[src/rtl/rr_arbiter16_if.sv]
// rr_arbiter16_if: request/grant bundle between requesters and the 16-way arbiter
interface rr_arbiter16_if;
    logic        en;
    logic [15:0] req;
    logic        done;
    logic [15:0] gnt;
    logic [3:0]  gnt_idx;
    logic        gnt_vld;
    logic        busy;
    modport master (output en, req, done, input gnt, gnt_idx, gnt_vld, busy);
    modport slave  (input en, req, done, output gnt, gnt_idx, gnt_vld, busy);
endinterface

[src/rtl/rr_arbiter16.sv]
// rr_arbiter16: 16-way round-robin arbiter with hold limit and mandatory idle gap between owners
module rr_arbiter16 #(
    parameter int MAX_HOLD = 8
) (
    input logic            clk,
    input logic            rst,
    rr_arbiter16_if.slave  bus
);
    typedef enum logic {IDLE, GRANT} state_t;
    state_t      state;
    logic [3:0]  ptr;
    logic [3:0]  nxt;
    logic [7:0]  hold;
    logic        found;
    logic        rel;
    // Descending scan so the smallest offset from ptr wins
    always_comb begin
        nxt = '0;
        found = |bus.req;
        for (int k = 15; k >= 0; k--)
            if (bus.req[ptr + 4'(k)]) nxt = ptr + 4'(k);
    end
    assign rel = bus.done | ~bus.req[bus.gnt_idx] | ~bus.en | (hold == 8'(MAX_HOLD - 1));
    always_ff @(posedge clk) begin
        if (rst) begin
            state       <= IDLE;
            ptr         <= '0;
            hold        <= '0;
            bus.gnt     <= '0;
            bus.gnt_idx <= '0;
            bus.gnt_vld <= 1'b0;
            bus.busy    <= 1'b0;
        end else if (state == IDLE) begin
            if (bus.en && found) begin
                state       <= GRANT;
                bus.gnt     <= 16'h0001 << nxt;
                bus.gnt_idx <= nxt;
                bus.gnt_vld <= 1'b1;
                bus.busy    <= 1'b1;
                ptr         <= nxt + 4'd1;
                hold        <= '0;
            end
        end else if (rel) begin
            state       <= IDLE;
            bus.gnt     <= '0;
            bus.gnt_vld <= 1'b0;
            bus.busy    <= 1'b0;
        end else begin
            hold <= hold + 8'd1;
        end
    end
endmodule

[src/flat_wrapper.sv]
// flat-port wrapper written by rule: the top's interface ports become plain ports
module rr_arbiter16_flat 
#(
    parameter int MAX_HOLD = 8
)
  (clk, rst, bus_en, bus_req, bus_done, bus_gnt, bus_gnt_idx, bus_gnt_vld, bus_busy);
  rr_arbiter16_if bus_i ();
  input logic clk;
  input logic rst;
  input wire logic [$bits(bus_i.en)-1:0] bus_en;
  input wire logic [$bits(bus_i.req)-1:0] bus_req;
  input wire logic [$bits(bus_i.done)-1:0] bus_done;
  output wire logic [$bits(bus_i.gnt)-1:0] bus_gnt;
  output wire logic [$bits(bus_i.gnt_idx)-1:0] bus_gnt_idx;
  output wire logic [$bits(bus_i.gnt_vld)-1:0] bus_gnt_vld;
  output wire logic [$bits(bus_i.busy)-1:0] bus_busy;
  assign bus_i.en = bus_en;
  assign bus_i.req = bus_req;
  assign bus_i.done = bus_done;
  assign bus_gnt = bus_i.gnt;
  assign bus_gnt_idx = bus_i.gnt_idx;
  assign bus_gnt_vld = bus_i.gnt_vld;
  assign bus_busy = bus_i.busy;
  rr_arbiter16 #(.MAX_HOLD(MAX_HOLD)) u_core (.clk(clk), .rst(rst), .bus(bus_i));
endmodule
[config.mk]
export PLATFORM = sky130hd
export DESIGN_NAME = rr_arbiter16_flat
export DESIGN_NICKNAME = d
export VERILOG_FILES = /design/src/rtl/rr_arbiter16_if.sv /design/src/rtl/rr_arbiter16.sv /design/src/flat_wrapper.sv
export SDC_FILE = /design/constraint.sdc
export NUM_CORES = 1
export LEC_CHECK = 0
export ABC_AREA = 1
export CAP_MARGIN = 15
export CORE_MARGIN = 2
export CORE_UTILIZATION = 41
export DETAILED_ROUTE_END_ITERATION = 8
export PLACE_DENSITY = 0.69
export SLEW_MARGIN = 20
export SYNTH_ARGS = -nofsm -noshare
export SYNTH_HDL_FRONTEND = slang
export SYNTH_SLANG_ARGS = --single-unit
[constraint.sdc]
create_clock -name clk -period 8.39 [get_ports clk]
set_clock_uncertainty 0.05 [all_clocks]
set_input_delay 1.2585 -clock clk [delete_from_list [all_inputs] [get_ports clk]]
set_output_delay 1.2585 -clock clk [all_outputs]
set_load 0.02 [all_outputs]
# --- After elaboration in Yosys (flattened, before gate mapping) ---
# Cells that the tools add are included.
totals:
  reg_bits: 34
  inputBits: 20
  output_inout_bits: 22
  wordCells: 118
op_classes:
  add_sub_neg: 17
  order_cmp: 17
  n_eq_ne: 3
  n_shift: 1
  muxes: 62
  n_bitwise: 6
  n_reduce_logical: 6
ops:
  columns: ["op", "n"]
  rows:
  - ["4-bit by 5-bit < comparator with 1-bit output (second input constant)", 17]
  - ["1-bit binary-select mux with 4-bit select", 17]
  - ["4-bit two-way mux", 16]
  - ["16-bit two-way mux", 3]
  - ["4-bit adder (second input constant)", 8]
  - ["8-bit two-way mux", 3]
  - ["1-bit two-way mux", 23]
  - ["4-bit by 3-bit adder with 4-bit output (second input constant)", 4]
  - ["16-bit OR reduction", 1]
  - ["1-bit by 4-bit left shift with 16-bit output (first input constant)", 1]
  - ["4-bit by 1-bit adder with 4-bit output (second input constant)", 2]
  - ["4-bit by 2-bit adder with 4-bit output (second input constant)", 2]
  - ["8-bit by 1-bit adder with 8-bit output (second input constant)", 1]
  - ["8-bit by 3-bit equality test with 1-bit output (second input constant)", 1]
  - ["2-bit AND reduction", 3]
  - ["2-bit inequality test (second input constant)", 2]
  - ["1-bit NOT", 3]
  - ["1-bit bitwise OR", 3]
  - ["2-bit nonzero test", 1]
  - ["1-bit logical AND", 1]

# --- Depth between registers and ports, before layout ---
logic_depth:
  ltp_word: 22
  ltp_mapped: 33
  depth_no_buf: 31

# --- Worst setup path after synthesis ---
# No wires, ideal clock.
synth_path:
  kind: "input port to flip-flop"
  startpoint: "input port bus_req[13]"
  endpoint: "register u_core.ptr[2]"
  setup_ns: 0.125
  arrival_time_ns: 3.093
  path_slack_ns: 5.122
  cell_stages: 26
  path_buffers: 0
  cell_sequence: "nand2_1 -> nand3_1 -> nand3_1 -> nand2_1 -> nand2_2 -> nand2_2 -> nor2_4 -> nand3_1 -> nand3_1 -> nand2_1 -> nand2_1 -> nand2_1 -> nand2_1 -> nand2_1 -> nand2_1 -> nand2_1 -> nand2_1 -> nand2_1 -> nand2_1 -> nand2_1 -> nand2_2 -> nand2_4 -> nor2_4 -> ha_1 -> nand3_1 -> o21ai_0"
synth_between:
  elab_chain_len: 19
synth_rtl:
  columns: ["element", "line", "source"]
  rows:
  - ["start: declaration", "flat_wrapper.sv:11", "input wire logic [$bits(bus_i.req)-1:0] bus_req;"]
  - ["1-bit binary-select mux with 4-bit select", "rr_arbiter16.sv:21", "if (bus.req[ptr + 4'(k)]) nxt = ptr + 4'(k);"]
  - ["1-bit two-way mux (implied by the code)", "rr_arbiter16.sv:21", null]
  - ["4-bit two-way mux (16 in series)", "rr_arbiter16.sv:21", null]
  - ["4-bit by 1-bit adder with 4-bit output", "rr_arbiter16.sv:40", "ptr <= nxt + 4'd1;"]
  - ["end signal: assignment", "rr_arbiter16.sv:40", null]
  - ["end: declaration", "rr_arbiter16.sv:11", "logic [3:0] ptr;"]
# Parallel ways exist; a longest one is shown, timed or not. The select of a mux whose other input is x is not followed.
# A chain may end at the register's enable or synchronous reset.

# --- Worst setup path in the final report ---
layout_path:
  startpoint: "register u_core.ptr[0]"
  endpoint: "register u_core.bus.gnt[15]"
layout_between:
  elab_chain_len: 22
layout_rtl:
  columns: ["element", "line", "source"]
  rows:
  - ["4-bit adder", "rr_arbiter16.sv:21", null]
  - ["1-bit binary-select mux with 4-bit select", "rr_arbiter16.sv:21", null]
  - ["1-bit two-way mux (implied by the code)", "rr_arbiter16.sv:21", null]
  - ["4-bit two-way mux (15 in series)", "rr_arbiter16.sv:21", null]
  - ["4-bit two-way mux *", "rr_arbiter16.sv:21", null]
  - ["1-bit by 4-bit left shift with 16-bit output *", "rr_arbiter16.sv:36", "bus.gnt <= 16'h0001 << nxt;"]
  - ["16-bit two-way mux *", "rr_arbiter16.sv:34", "if (bus.en && found) begin"]
  - ["16-bit two-way mux *", "rr_arbiter16.sv:33", "end else if (state == IDLE) begin"]
  - ["end signal: assignment", "rr_arbiter16.sv:36", null]
  - ["end: declaration", "rr_arbiter16_if.sv:11", "modport slave (input en, req, done, output gnt, gnt_idx, gnt_vld, busy);"]
# Mark *: on every way between the ends. The rest lies on a longest branch, timed or not. The select of a mux whose other input is x is not followed.

==> impl_metrics.py <==
metrics = {
    "cells_and_area": {
        "fin_nets": 628,
        "nFillCells": 810,
        "area_growth_pct": 15.9,
        "mostFrequentLayoutCells": "178 x nand2_1, 90 x nand3_1, 57 x inv_1",
        "layout_commonest_cell": "nand2_1",
        "drive_above_1_share_pct": 9.00,
        "num_antenna_cells": 0,
    },
    "grt": {
        "grt_pass1_wl_mm": 16.5,
        "antenna_found_initial": 0,
        "first_global_vias": 3520,
        "overflow": 0,
        "grt_use_total_pct": 22.9,
        "grt_start_max_net_pins": 27,
    },
    "critical_path": {
        "crit_family": "simple AND/OR/NAND/NOR gates",
        "cp-startpoint": "u_core.ptr[0]$_SDFFE_PP0P_",
        "r2r_cells": 26,
        "r2r_end": "u_core.bus.gnt[15]$_SDFFE_PP0P_",
        "critPathCaptureType": "flip-flop",
        "r2r_slack_ns": 3.95,
        "crit_path_frequent_cell": "nand2_1",
        "path_buf_inv": 3,
        "cpPeakStageDelay_ns": 0.96,
        "cp.depth": 26,
        "start_kind": "flip-flop",
        "r2r_start": "u_core.ptr[0]$_SDFFE_PP0P_",
        "critPathSlowestCell": "dfxtp_1",
        "critPathCapture": "u_core.bus.gnt[15]$_SDFFE_PP0P_",
        "required_ns": 8.55,
        "cp_max_fo": 26,
        "worstPathArrival_ns": 4.60,
        "worstSetupPathType": "flip-flop to flip-flop",
    },
    "synthesis": {
        "yosys_warnings": 0,
        "syn_nets": 597,
        "synth_compound_area_share_pct": 15.8,
        "synth.ff_latch_count": 34,
        "synth_ff_type": "dfxtp_1",
        "synth_cells": 568,
        "ys_seq_area_share_pct": 20.3,
        "synth_cell_type_count": 38,
        "syn_avg_cell_area_um2": 5.89,
        "syn_area_um2": 3350,
        "synth.mux.area_fraction_pct": 0.598,
        "synth-edff-count": 0,
        "synthXorXnorAreaFrac_pct": 2.24,
        "synth_top_family_by_area": "simple AND/OR/NAND/NOR gates",
        "async_reset_ff_share_pct": 0,
        "synthAdderAreaFrac_pct": 3.37,
        "synthSimpleGateAreaFrac_pct": 46.1,
    },
    "detailed_routing": {
        "drtPass1Iterations": 5,
        "drt_iter0_drc": 245,
        "via_per_inst": 5.34,
        "route.detailed.drc": 0,
        "ant_nets": 0,
        "via_count": 3750,
        "drt-total-wl_mm": 9.66,
        "wire_per_inst_um": 13.8,
    },
    "cts": {
        "clk_latency_ns": 0.29,
        "ctsHoldBuffers": 0,
        "cts_setup_buffers": 0,
        "root_buffer": "clkbuf_8",
        "ctsResizeCount": 0,
        "clk_pin_slew_ns": 0.07,
        "htree_levels": 2,
        "cts_buffer_depth": 2,
        "cts_tree": "built",
        "cts_buffers": 5,
        "clkSinkCount": 34,
    },
    "die": {
        "floorplan.initialDensity_pct": 42.9,
        "core_area_um2": 7810,
        "die-area_um2": 8900,
        "die_w_um": 94.3,
        "die_h_um": 94.3,
        "ios": 42,
        "fp-row-count": 32,
    },
    "timing": {
        "slew_viol_final": 0,
        "finalHoldViolCount": 0,
        "worst_slew_pin_slew_ns": 0.972,
        "period_share_pct": 52.9,
        "max_freq_mhz": 225,
        "fin_tns_setup_ns": 0,
        "setup_viol": 0,
        "fin_crit_ns": 4.44,
        "relSlewSlack_pct": 35.1,
        "rsz0062_at_grt": "false",
    },
    "worst_hold_path": {
        "hold_class": "flip-flop to flip-flop",
    },
    "placement": {
        "port_buffers": 41,
        "post-dp-hpwl_mm": 7.41,
        "gp_congestion": 0.973,
    },
    "run": {
        "cap_viol_max_count": 0,
    },
    "outcome": {
        "outcome": "completed",
    },
}
[flip-flops by register name, summed over array words and instances, names as in the netlist]
name,count
u_core.bus.gnt_vld,1
u_core.bus.gnt_idx,4
u_core.hold,8
u_core.bus.gnt,16
u_core.ptr,4
u_core.state,1
[Yosys cell counts, types with 3 or more instances]
library cell  count  share of area (%)
inv_2             8               0.90
buf_2             5               0.75
a21oi_1          47                7.0
nand2_4           4                1.3
xor2_1            3               0.79
o22ai_1           4               0.75
o21ai_2           3               0.79
o21ai_1           5               0.75
clkbuf_1          5               0.56
nor4_1            5               0.93
o21ai_0          20                3.0
nand2_1         178                 20
nand2_2          16                3.0
nand3_1          90                 13
nor2_4            5                1.7
inv_1            57                6.4
nor2_1           30                3.4
o32ai_1           3               0.79
ha_1              9                3.4
nand4_1           4               0.75
buf_6             6                2.0
dfxtp_1          34                 20
nor3b_1           5                1.1
[worst reg2reg max path, cell delays in order (launching register included)]
cell     delay [ns]
dfxtp_1        0.96
inv_6          0.22
ha_1           0.53
inv_1          0.38
nand3_1        0.17
nand2_1        0.09
nor2_1         0.04
a31oi_1        0.28
nand2_1        0.11
o21ai_2        0.12
o21ai_1        0.10
inv_1          0.07
nand2_1        0.05
nand2_1        0.05
nand2_1        0.04
nand2_1        0.05
nand2_1        0.04
nand2_1        0.05
nand2_1        0.05
nand2_1        0.05
nand2_1        0.06
nand2_2        0.08
nand2_4        0.09
nor2_4         0.18
ha_1           0.21
nand3_1        0.09
a21oi_1        0.15
[metrics by stage]
stage | hold WS, ns | instances | utilization (%) | instance area [um^2] | worst slack [ns]
after floorplan | 0.403 | 568 | - | 3350 | 5.12
after global placement | 0.409 | 694 | 48.2 | 3760 | 4.15
after detailed placement | 0.410 | 694 | 48.2 | 3760 | 4.06
after CTS | 0.422 | 702 | 49.6 | 3870 | 4.03
after global routing | 0.445 | 702 | 49.7 | 3880 | 3.43
final | 0.416 | 702 | 49.7 | 3880 | 3.95
[area by class of cell]
class	count	area (um^2)	area share [%]
Multi-Input combinational cell	449	2280	58.9
Inverter	68	265	6.84
Tap cell	102	128	3.29
Sequential cell	34	681	17.5
Clock buffer	8	110	2.84
Timing Repair Buffer	41	410	10.6
[cells by family (layout without fill, tap and decap cells)]
| kind of cell | after synthesis | count (layout) |
|---|---|---|
| flops | 34 | 34 |
| buf+inv | 85 | 117 |
| fa+ha+maj | 9 | 9 |
| simple gates | 340 | 340 |
| xor+xnor | 6 | 6 |
| mux | 2 | 2 |
| compound gates | 92 | 92 |
[worst min-delay path by stage]
| stage | start | endpoint | slack [ns] | cells after the start |
|---|---|---|---|---|
| after floorplan | u_core.hold[0]$_SDFFE_PP0P_ | u_core.hold[0]$_SDFFE_PP0P_ | 0.40 | 2 |
| after global placement | u_core.bus.gnt[10]$_SDFFE_PP0P_ | u_core.bus.gnt[10]$_SDFFE_PP0P_ | 0.41 | 2 |
| after detailed placement | u_core.bus.gnt[9]$_SDFFE_PP0P_ | u_core.bus.gnt[9]$_SDFFE_PP0P_ | 0.41 | 2 |
| after CTS | u_core.bus.gnt[1]$_SDFFE_PP0P_ | u_core.bus.gnt[1]$_SDFFE_PP0P_ | 0.42 | 2 |
| after global routing | u_core.bus.gnt[1]$_SDFFE_PP0P_ | u_core.bus.gnt[1]$_SDFFE_PP0P_ | 0.45 | 2 |
| final | u_core.bus.gnt[2]$_SDFFE_PP0P_ | u_core.bus.gnt[2]$_SDFFE_PP0P_ | 0.42 | 2 |
[routing by layer]
metal / part of all wire [%] / track usage [%]
met4: 2.1 / 6.88
met1: 45 / 30.2
met3: 7.1 / 4.39
met2: 46 / 37.9
met5: 0 / 0
Power is not shown: default switching activity piles up to over one toggle a cycle in this logic, so the estimate is an artifact.
